$ cat config.mk
export PLATFORM = sky130hd
export DESIGN_NAME = ula_sequenciador
export DESIGN_NICKNAME = d
export VERILOG_FILES = /design/src/rtl/ula_sequenciador.sv
export SDC_FILE = /design/constraint.sdc
export NUM_CORES = 1
export LEC_CHECK = 0
export ABC_AREA = 0
export CAP_MARGIN = 20
export CORE_AREA = 2 2 87 89
export DETAILED_ROUTE_END_ITERATION = 6
export DIE_AREA = 0 0 89 91
export DONT_BUFFER_PORTS = 1
export GPL_ROUTABILITY_DRIVEN = 0
export PLACE_DENSITY = 0.84
export SLEW_MARGIN = 20
export SYNTH_ARGS = -nofsm -noshare
export SYNTH_HDL_FRONTEND = slang
export SYNTH_SLANG_ARGS = --single-unit
$ cat constraint.sdc
create_clock -name clock -period 3.1 [get_ports clock]
set_clock_uncertainty 0.2 [all_clocks]
set_input_delay 0.465 -clock clock [delete_from_list [all_inputs] [get_ports clock]]
set_output_delay 0.465 -clock clock [all_outputs]
set_load 0.01 [all_outputs]
$ cat src/rtl/ula_sequenciador.sv
// ALU sequencer: accepts one request, decodes ALUOp/funct, drives the ALU,
// waits ALU_LAT edges, then returns result/zero on a valid/ready response.
module ula_sequenciador #(
    parameter int unsigned W       = 32,
    parameter int unsigned ALU_LAT = 1,
    parameter int unsigned CNT_W   = 16
) (
    input  logic             clock,
    input  logic             reset_n,
    input  logic             req_valid,
    output logic             req_ready,
    input  logic [1:0]       req_aluop,
    input  logic [5:0]       req_funct,
    input  logic [W-1:0]     req_a,
    input  logic [W-1:0]     req_b,
    output logic [W-1:0]     alu_entrada1,
    output logic [W-1:0]     alu_entrada2,
    output logic [2:0]       alu_control,
    input  logic [W-1:0]     alu_resultado,
    input  logic             alu_zero,
    output logic             rsp_valid,
    input  logic             rsp_ready,
    output logic [W-1:0]     rsp_resultado,
    output logic             rsp_zero,
    output logic             rsp_erro,
    output logic [CNT_W-1:0] ops_count
);

    localparam int unsigned CW = (ALU_LAT > 0) ? $clog2(ALU_LAT + 1) : 1;

    typedef enum logic [1:0] {IDLE, EXEC, DONE} state_t;

    state_t            state_q, state_d;
    logic [W-1:0]      a_q, a_d, b_q, b_d, res_q, res_d;
    logic [2:0]        ctl_q, ctl_d;
    logic [CW-1:0]     cnt_q, cnt_d;
    logic              zero_q, zero_d, erro_q, erro_d;
    logic [CNT_W-1:0]  ops_q, ops_d;
    logic [2:0]        dec_ctl;
    logic              dec_ok;

    always_comb begin
        dec_ctl = '0;
        dec_ok  = 1'b1;
        case (req_aluop)
            2'b00: dec_ctl = 3'b010;
            2'b01: dec_ctl = 3'b011;
            2'b10: begin
                case (req_funct)
                    6'b100000: dec_ctl = 3'b010;
                    6'b100010: dec_ctl = 3'b011;
                    6'b100100: dec_ctl = 3'b000;
                    6'b100101: dec_ctl = 3'b001;
                    6'b101010: dec_ctl = 3'b100;
                    default:   dec_ok  = 1'b0;
                endcase
            end
            default: dec_ok = 1'b0;
        endcase
    end

    always_comb begin
        state_d = state_q;
        a_d     = a_q;
        b_d     = b_q;
        ctl_d   = ctl_q;
        cnt_d   = cnt_q;
        res_d   = res_q;
        zero_d  = zero_q;
        erro_d  = erro_q;
        ops_d   = ops_q;
        case (state_q)
            IDLE: begin
                if (req_valid) begin
                    if (dec_ok) begin
                        a_d     = req_a;
                        b_d     = req_b;
                        ctl_d   = dec_ctl;
                        cnt_d   = CW'(ALU_LAT);
                        state_d = EXEC;
                    end else begin
                        // ALU inputs deliberately untouched on an illegal request
                        erro_d  = 1'b1;
                        res_d   = '0;
                        zero_d  = 1'b0;
                        state_d = DONE;
                    end
                end
            end
            EXEC: begin
                if (cnt_q != '0) begin
                    cnt_d = cnt_q - 1'b1;
                end else begin
                    res_d   = alu_resultado;
                    zero_d  = alu_zero;
                    erro_d  = 1'b0;
                    ops_d   = ops_q + 1'b1;
                    state_d = DONE;
                end
            end
            DONE: begin
                if (rsp_ready) state_d = IDLE;
            end
            default: state_d = IDLE;
        endcase
    end

    always_ff @(posedge clock or negedge reset_n) begin
        if (!reset_n) begin
            state_q <= IDLE;
            a_q     <= '0;
            b_q     <= '0;
            ctl_q   <= '0;
            cnt_q   <= '0;
            res_q   <= '0;
            zero_q  <= 1'b0;
            erro_q  <= 1'b0;
            ops_q   <= '0;
        end else begin
            state_q <= state_d;
            a_q     <= a_d;
            b_q     <= b_d;
            ctl_q   <= ctl_d;
            cnt_q   <= cnt_d;
            res_q   <= res_d;
            zero_q  <= zero_d;
            erro_q  <= erro_d;
            ops_q   <= ops_d;
        end
    end

    assign req_ready     = (state_q == IDLE);
    assign rsp_valid     = (state_q == DONE);
    assign alu_entrada1  = a_q;
    assign alu_entrada2  = b_q;
    assign alu_control   = ctl_q;
    assign rsp_resultado = res_q;
    assign rsp_zero      = zero_q;
    assign rsp_erro      = erro_q;
    assign ops_count     = ops_q;

endmodule

After elaboration in Yosys (flattened, before gate mapping). Cells that the tools add are included.

Bits in registers: 120. Input port bits: 109. Output and inout port bits: 119. Logic and storage cells: 61.

$add $sub $neg: 2. Eq/ne operators: 14. Mux-type cells: 25. Bitwise operators: 1. Reduce and logical (&&, ||, !) cells: 10.

Operators with widths (number): 2-to-1 mux 32 bit (3); one-hot mux 32 bit (2 select lines) (1); == test 6 bit, second input constant (5); adder 16 x 1 -> 16 bit, second input constant (1); one-hot mux 3 bit (4 select lines) (1); 2-to-1 mux 1 bit (10); one-hot mux 3 bit (3 select lines) (1); AND reduction 3 bit (3); 2-to-1 mux 2 bit (4); one-hot mux 1 bit (2 select lines) (4); inequality test 2 bit, second input constant (3); one-hot mux 2 bit (3 select lines) (1); OR reduction 5 bit (1); == test 2 x 1 -> 1 bit, second input constant (2); == test 2 bit, second input constant (2); zero test 2 bit (2); inequality test 2 x 1 -> 1 bit, second input constant (2); AND reduction 4 bit (1); AND reduction 2 bit (1); nonzero test 2 bit (1); OR reduction 2 bit (1); inverter 1 bit (1); subtractor 1 bit, second input constant (1).

Depth between registers and ports, before layout.
Word-level depth: 7. Depth in mapped cells: 6. Gate-level depth less buffers: 4.

Least setup slack after synthesis. OpenSTA, ideal clock, no wires.

Path type: in2reg. Start point: input req_funct[4]. End point: register a_q[16] (netlist: alu_entrada1[16]). Setup time: 0.125 ns. Arrival time: 1.800 ns. Required time: 2.775 ns. Slack: 0.975 ns. Stages on the path: 6. Path through: or3b_4 o31ai_4 nand2_2 buf_6 buf_6 mux2_4.

Word-level cells in the longest chain between the ends: 5.

RTL lines: start: declaration (RTL line 13) `input logic [5:0] req_funct,`; == test 6 bit (RTL line 49) `case (req_funct)`; OR reduction 5 bit (no source line) (*); 2-to-1 mux 1 bit (*) (RTL line 49); one-hot mux 1 bit (2 select lines) (*) (RTL line 45) `case (req_aluop)`; AND reduction 3 bit (no source line) (*); end signal: assignment (RTL line 111) `a_q <= '0;`; end signal: assignment (RTL line 121) `a_q <= a_d;`; end: declaration (RTL line 34) `logic [W-1:0] a_q, a_d, b_q, b_d, res_q, res_d;`.

Mark *: on every way between the ends. The rest lies on a longest branch, timed or not. A chain may end at the register's enable or synchronous reset.

Final worst setup path.
Start point: input req_aluop[1]. End point: register a_q[12] (netlist: alu_entrada1[12]).

Word-level cells in the longest chain between the ends: 4.

RTL lines: start: declaration (RTL line 12) `input logic [1:0] req_aluop,`; == test 2 x 1 -> 1 bit or zero test 2 bit (tied branches) (RTL line 45); OR reduction 2 bit (no source line); one-hot mux 1 bit (2 select lines) (*) (RTL line 45); AND reduction 3 bit (no source line) (*).

Marks and branches as above.

==> impl_summary.md <==
Power and ir drop
The share of power burned in the clock network is about a third. The power per unit of standard cell area is roughly 1000 nW/um^2. The switching power total is 2.24 mW.

The internal portion of the total power is ~4.5 mW. The sequential fraction of design power is a little under 50%. Summed over all cells, the static leakage comes to slightly below 3 nW. The fraction of power spent switching nets is 33.3%. The combinational cell fraction of total power is between 20% and 30%.

Across the VDD grid, the largest voltage drop is between 0.6 and 0.7 mV.

Critical path
Broken down by cell family, the worst path's largest delay share belongs to buffers and inverters. The worst register-to-register path has a depth of 5. The endpoint arrival time on the critical path is roughly 2.6 ns.

The critical path launch point is req_aluop[1]. The logic depth of the worst path, buffers included is 5. The critical path required time is about 3.3 ns. The element type at the critical path start is an input pin. The startpoint identified for the worst register-to-register timing path is state_q[1]. Walking the worst path, the cells encountered are dlygate4sd3_1, o31ai_4, nand2_4, buf_4, mux2_2.

The category of the most critical setup path is input pin to flop. On the worst path, the slowest cell contributes a delay of slightly above 0.6 ns. STA classifies the critical path endpoint as a flop.

The worst-path maximum fanout is 52. The buffers plus inverters on the worst setup path is 2. The cell with the biggest individual delay on the critical path is dlygate4sd3_1.

STA
In the final timing run, aggregate negative setup slack is 0 ns. Counting I/O delays and the setup requirement, the final critical path takes 2.43 ns. The final count of negative-setup-slack endpoints is 0.

The final max-slew violation count is 0. Timing would allow up to 0.412 GHz. Setup repair after global routing left no endpoint under its margin. The worst pin sits at a relative slew slack of 46.8%. The final-report hold violation count is 120. In the finished design, the share of the clock period the worst path needs comes to between 70 and 80%. For the pin with the worst max-slew slack, the measured transition is between 0.7 and 0.8 ns. The post-route worst hold slack is -0.560 ns.

Detailed routing
In the routed design, unresolved DRC markers number 0. The first-pass detailed-route iteration total is 4. The detailed router used layers up to and including met4. In the final routed layout, each cell accounts on average for around 27 um. The detailed router's first-iteration violation count is 175.

The detailed-routed wire length on met2 is a little under 8000 um. The amount of wire on met3 after detailed routing is ~1300 um. Once detail routing completed, the nets flagged for antenna violations numbered 0. The aggregate routed wire length is roughly 14,000 um.

The detailed router put a total of between 4000 and 5000 um of wire on met1. The detailed-route vias per instance is around 6.2. The number of vias in the routed layout is 3,246.

Placement
During placement, the flow inserted port buffers numbering 0. The total cell area at the placement stage is around 4800 um^2. Summed over all nets, the half-perimeter wirelength after detailed placement is roughly 6800 um.

Logic synthesis
The cell taking the most area after synthesis is dfrtp_1. For this run, the number of Yosys warnings is 0. The mean area per synthesized cell is approximately 15 um^2. In the synthesized netlist the async set-or-reset flop fraction comes to 100%.

The synthesized instance count is 304. The number of flops mapped to enable cells by yosys is 0. The share of the Yosys chip area taken by registers is between 60% and 70%. The synthesized netlist net count is a little over 400.

The area share of the largest cell type after synthesis is between 60% and 70%. After synthesis, the most frequently instantiated cells are 120 x dfrtp_1, 49 x mux2_2, 33 x a22o_1. The most frequent cell after synthesis is dfrtp_1.

Among all flip-flop cells after synthesis, the most frequent one is dfrtp_1. The synthesized netlist occupies a cell area of between 4000 and 5000 um^2. After synthesis, the cell types taking the most area are dfrtp_1 64%, mux2_2 12%, a22o_1 6.2%, mux2_4 6.1%, xnor2_1 2.2%.

The number of synthesized register bits is 120. The synthesized netlist contains 34 unique library cells.

Global route
The overall overflow remaining after global route is 0. Across every metal layer, demand over resource in global routing totals a little over a third. The number of antenna violations at the first check in global routing came to 1. The wire length of the first global-routing pass is between 20,000 and 25,000 um. The maximum number of pins on one net before global-route repair is 121. The number of global-route vias before repair is roughly 3,700.

Outcome
The run finished, with violations left. The checks that failed: hold timing.

Clock network
TritonCTS built the clock tree. CTS built an H-tree with a depth of 4. The clock sink total is 120. TritonCTS created 17 clock buffers. Post-CTS timing repair inserted 0 buffers for setup.

Hold repair after CTS inserted 100 buffers. The post-cts resize count is 0. In this run the deepest clock path goes through 2 buffers. The clock insertion delay at the later pin of the skew report is 0.52 ns. The clock slew seen by the registers of the worst setup and hold paths is about 0.060 ns. The clock root buffer is clkbuf_8.

Job
The tool flagged a number of max-cap violations equal to 0.

Layout
The layout overhead on the synthesized area is 36.8%. The final-stage net count is 522. After routing the design area is 6410 um^2.

Of the cells placed in the final design, the portion with a size suffix greater than 1 is 26.1%.

Floorplanning
The floorplan step defined a core boundary enclosing between 7000 and 8000 um^2. From bottom edge to top edge, the die measures 91 um. The floorplan die area is roughly 8100 um^2. Measured along the x axis, the die boundary spans slightly below 90 um. For this configuration, the core starts out at a cell density of ~66%. The top-level I/O count is 228. The number of placement rows is 31.

Hold path
The worst hold path belongs to the class input pin to async pin.
through the flow:
| step | power (mW) | std cells | setup WS, ns | hold WS (ns) | util (%) |
|---|---|---|---|---|---|
| final | 6.73 | 525 | 0.672 | -0.560 | 89.9 |
| after global routing | 6.97 | 525 | 0.565 | -0.577 | 89.9 |
| after CTS | 6.55 | 524 | 0.737 | -0.562 | 89.8 |
| after detailed placement | 4.31 | 392 | 0.435 | -0.0278 | 66.9 |
| after global placement | 4.23 | 392 | 0.504 | -0.0283 | 66.9 |
| after floorplan | 3.96 | 304 | 0.975 | -0.0306 | - |
cell type report:
type	instances	area, um^2
fill	289	723
clock buffer	20	435
timing repair buffer	104	1040
inverter	4	15.0
antenna	1	2.50
multi-input combinational	165	1590
sequential	120	3000
clock inverter	12	199
tap	99	124
worst paths after layout:
kind                                    end  slack (ns)
setup reg to reg           alu_entrada1[12]        0.69
min in group clock           alu_control[2]        0.09
setup / recovery           alu_entrada1[12]        0.67
max in group asynchronous   alu_entrada1[2]        3.05
hold reg to reg            rsp_resultado[6]        0.37
hold / removal             rsp_resultado[5]       -0.56
cells by family (layout without fill, tap and decap cells):
logic type | Yosys count | count (layout) | share of synthesized area, %
buffers and inverters | 19 | 140 | 2.21
AOI/OAI and AO/OA | 43 | 43 | 7.93
muxes | 68 | 68 | 17.9
DFF | 120 | 120 | 64.1
xor gates and xnor gates | 15 | 15 | 2.80
other | 0 | 1 | 0
adders and majority gates | 1 | 1 | 0.267
and+or+nand+nor | 38 | 38 | 4.88
cell usage in the layout, fill, tap and decap left out, types with 2 or more instances in the layout:
| cell | netlist | routed |
|---|---|---|
| clkbuf_16 | 0 | 16 |
| buf_4 | 0 | 3 |
| inv_1 | 4 | 4 |
| mux2_2 | 49 | 49 |
| mux2_4 | 19 | 19 |
| or3b_2 | 2 | 2 |
| clkbuf_8 | 0 | 2 |
| xor2_1 | 3 | 3 |
| nor2_1 | 4 | 4 |
| and3_1 | 3 | 3 |
| nand2_1 | 7 | 7 |
| xnor2_1 | 12 | 12 |
| bufinv_16 | 0 | 5 |
| nand3b_1 | 2 | 2 |
| a21oi_1 | 2 | 2 |
| clkinv_2 | 0 | 3 |
| nand3_1 | 9 | 9 |
| dlygate4sd3_1 | 0 | 100 |
| o21ai_0 | 2 | 2 |
| nand4_1 | 2 | 2 |
| clkinv_4 | 0 | 3 |
| dfrtp_1 | 120 | 120 |
| clkbuf_1 | 4 | 2 |
| a22o_1 | 33 | 33 |
routing by layer:
layer	track usage (%)	up-vias
li1	-	1320
met1	38.7	1670
met2	64.3	222
met3	12.1	34
met4	13.4	0
met5	0	-
registers in the layout, indices dropped and copies added, names as in the netlist:
| signal | count |
|---|---|
| alu_entrada1 | 32 |
| alu_entrada2 | 32 |
| rsp_resultado | 32 |
| ops_count | 16 |
| alu_control | 3 |
| state_q | 2 |
| cnt_q | 1 |
| rsp_erro | 1 |
| rsp_zero | 1 |
power by group through the flow:
stage	registers, mW	logic (mW)	clock network [mW]
floorplan	2.98	0.986	0
global placement	3.16	1.07	0
detailed placement	3.18	1.13	0
CTS	3.18	1.26	2.10
global route	3.32	1.44	2.22
finish	3.26	1.35	2.13
Note: power is estimated with default switching activity, not from simulation.
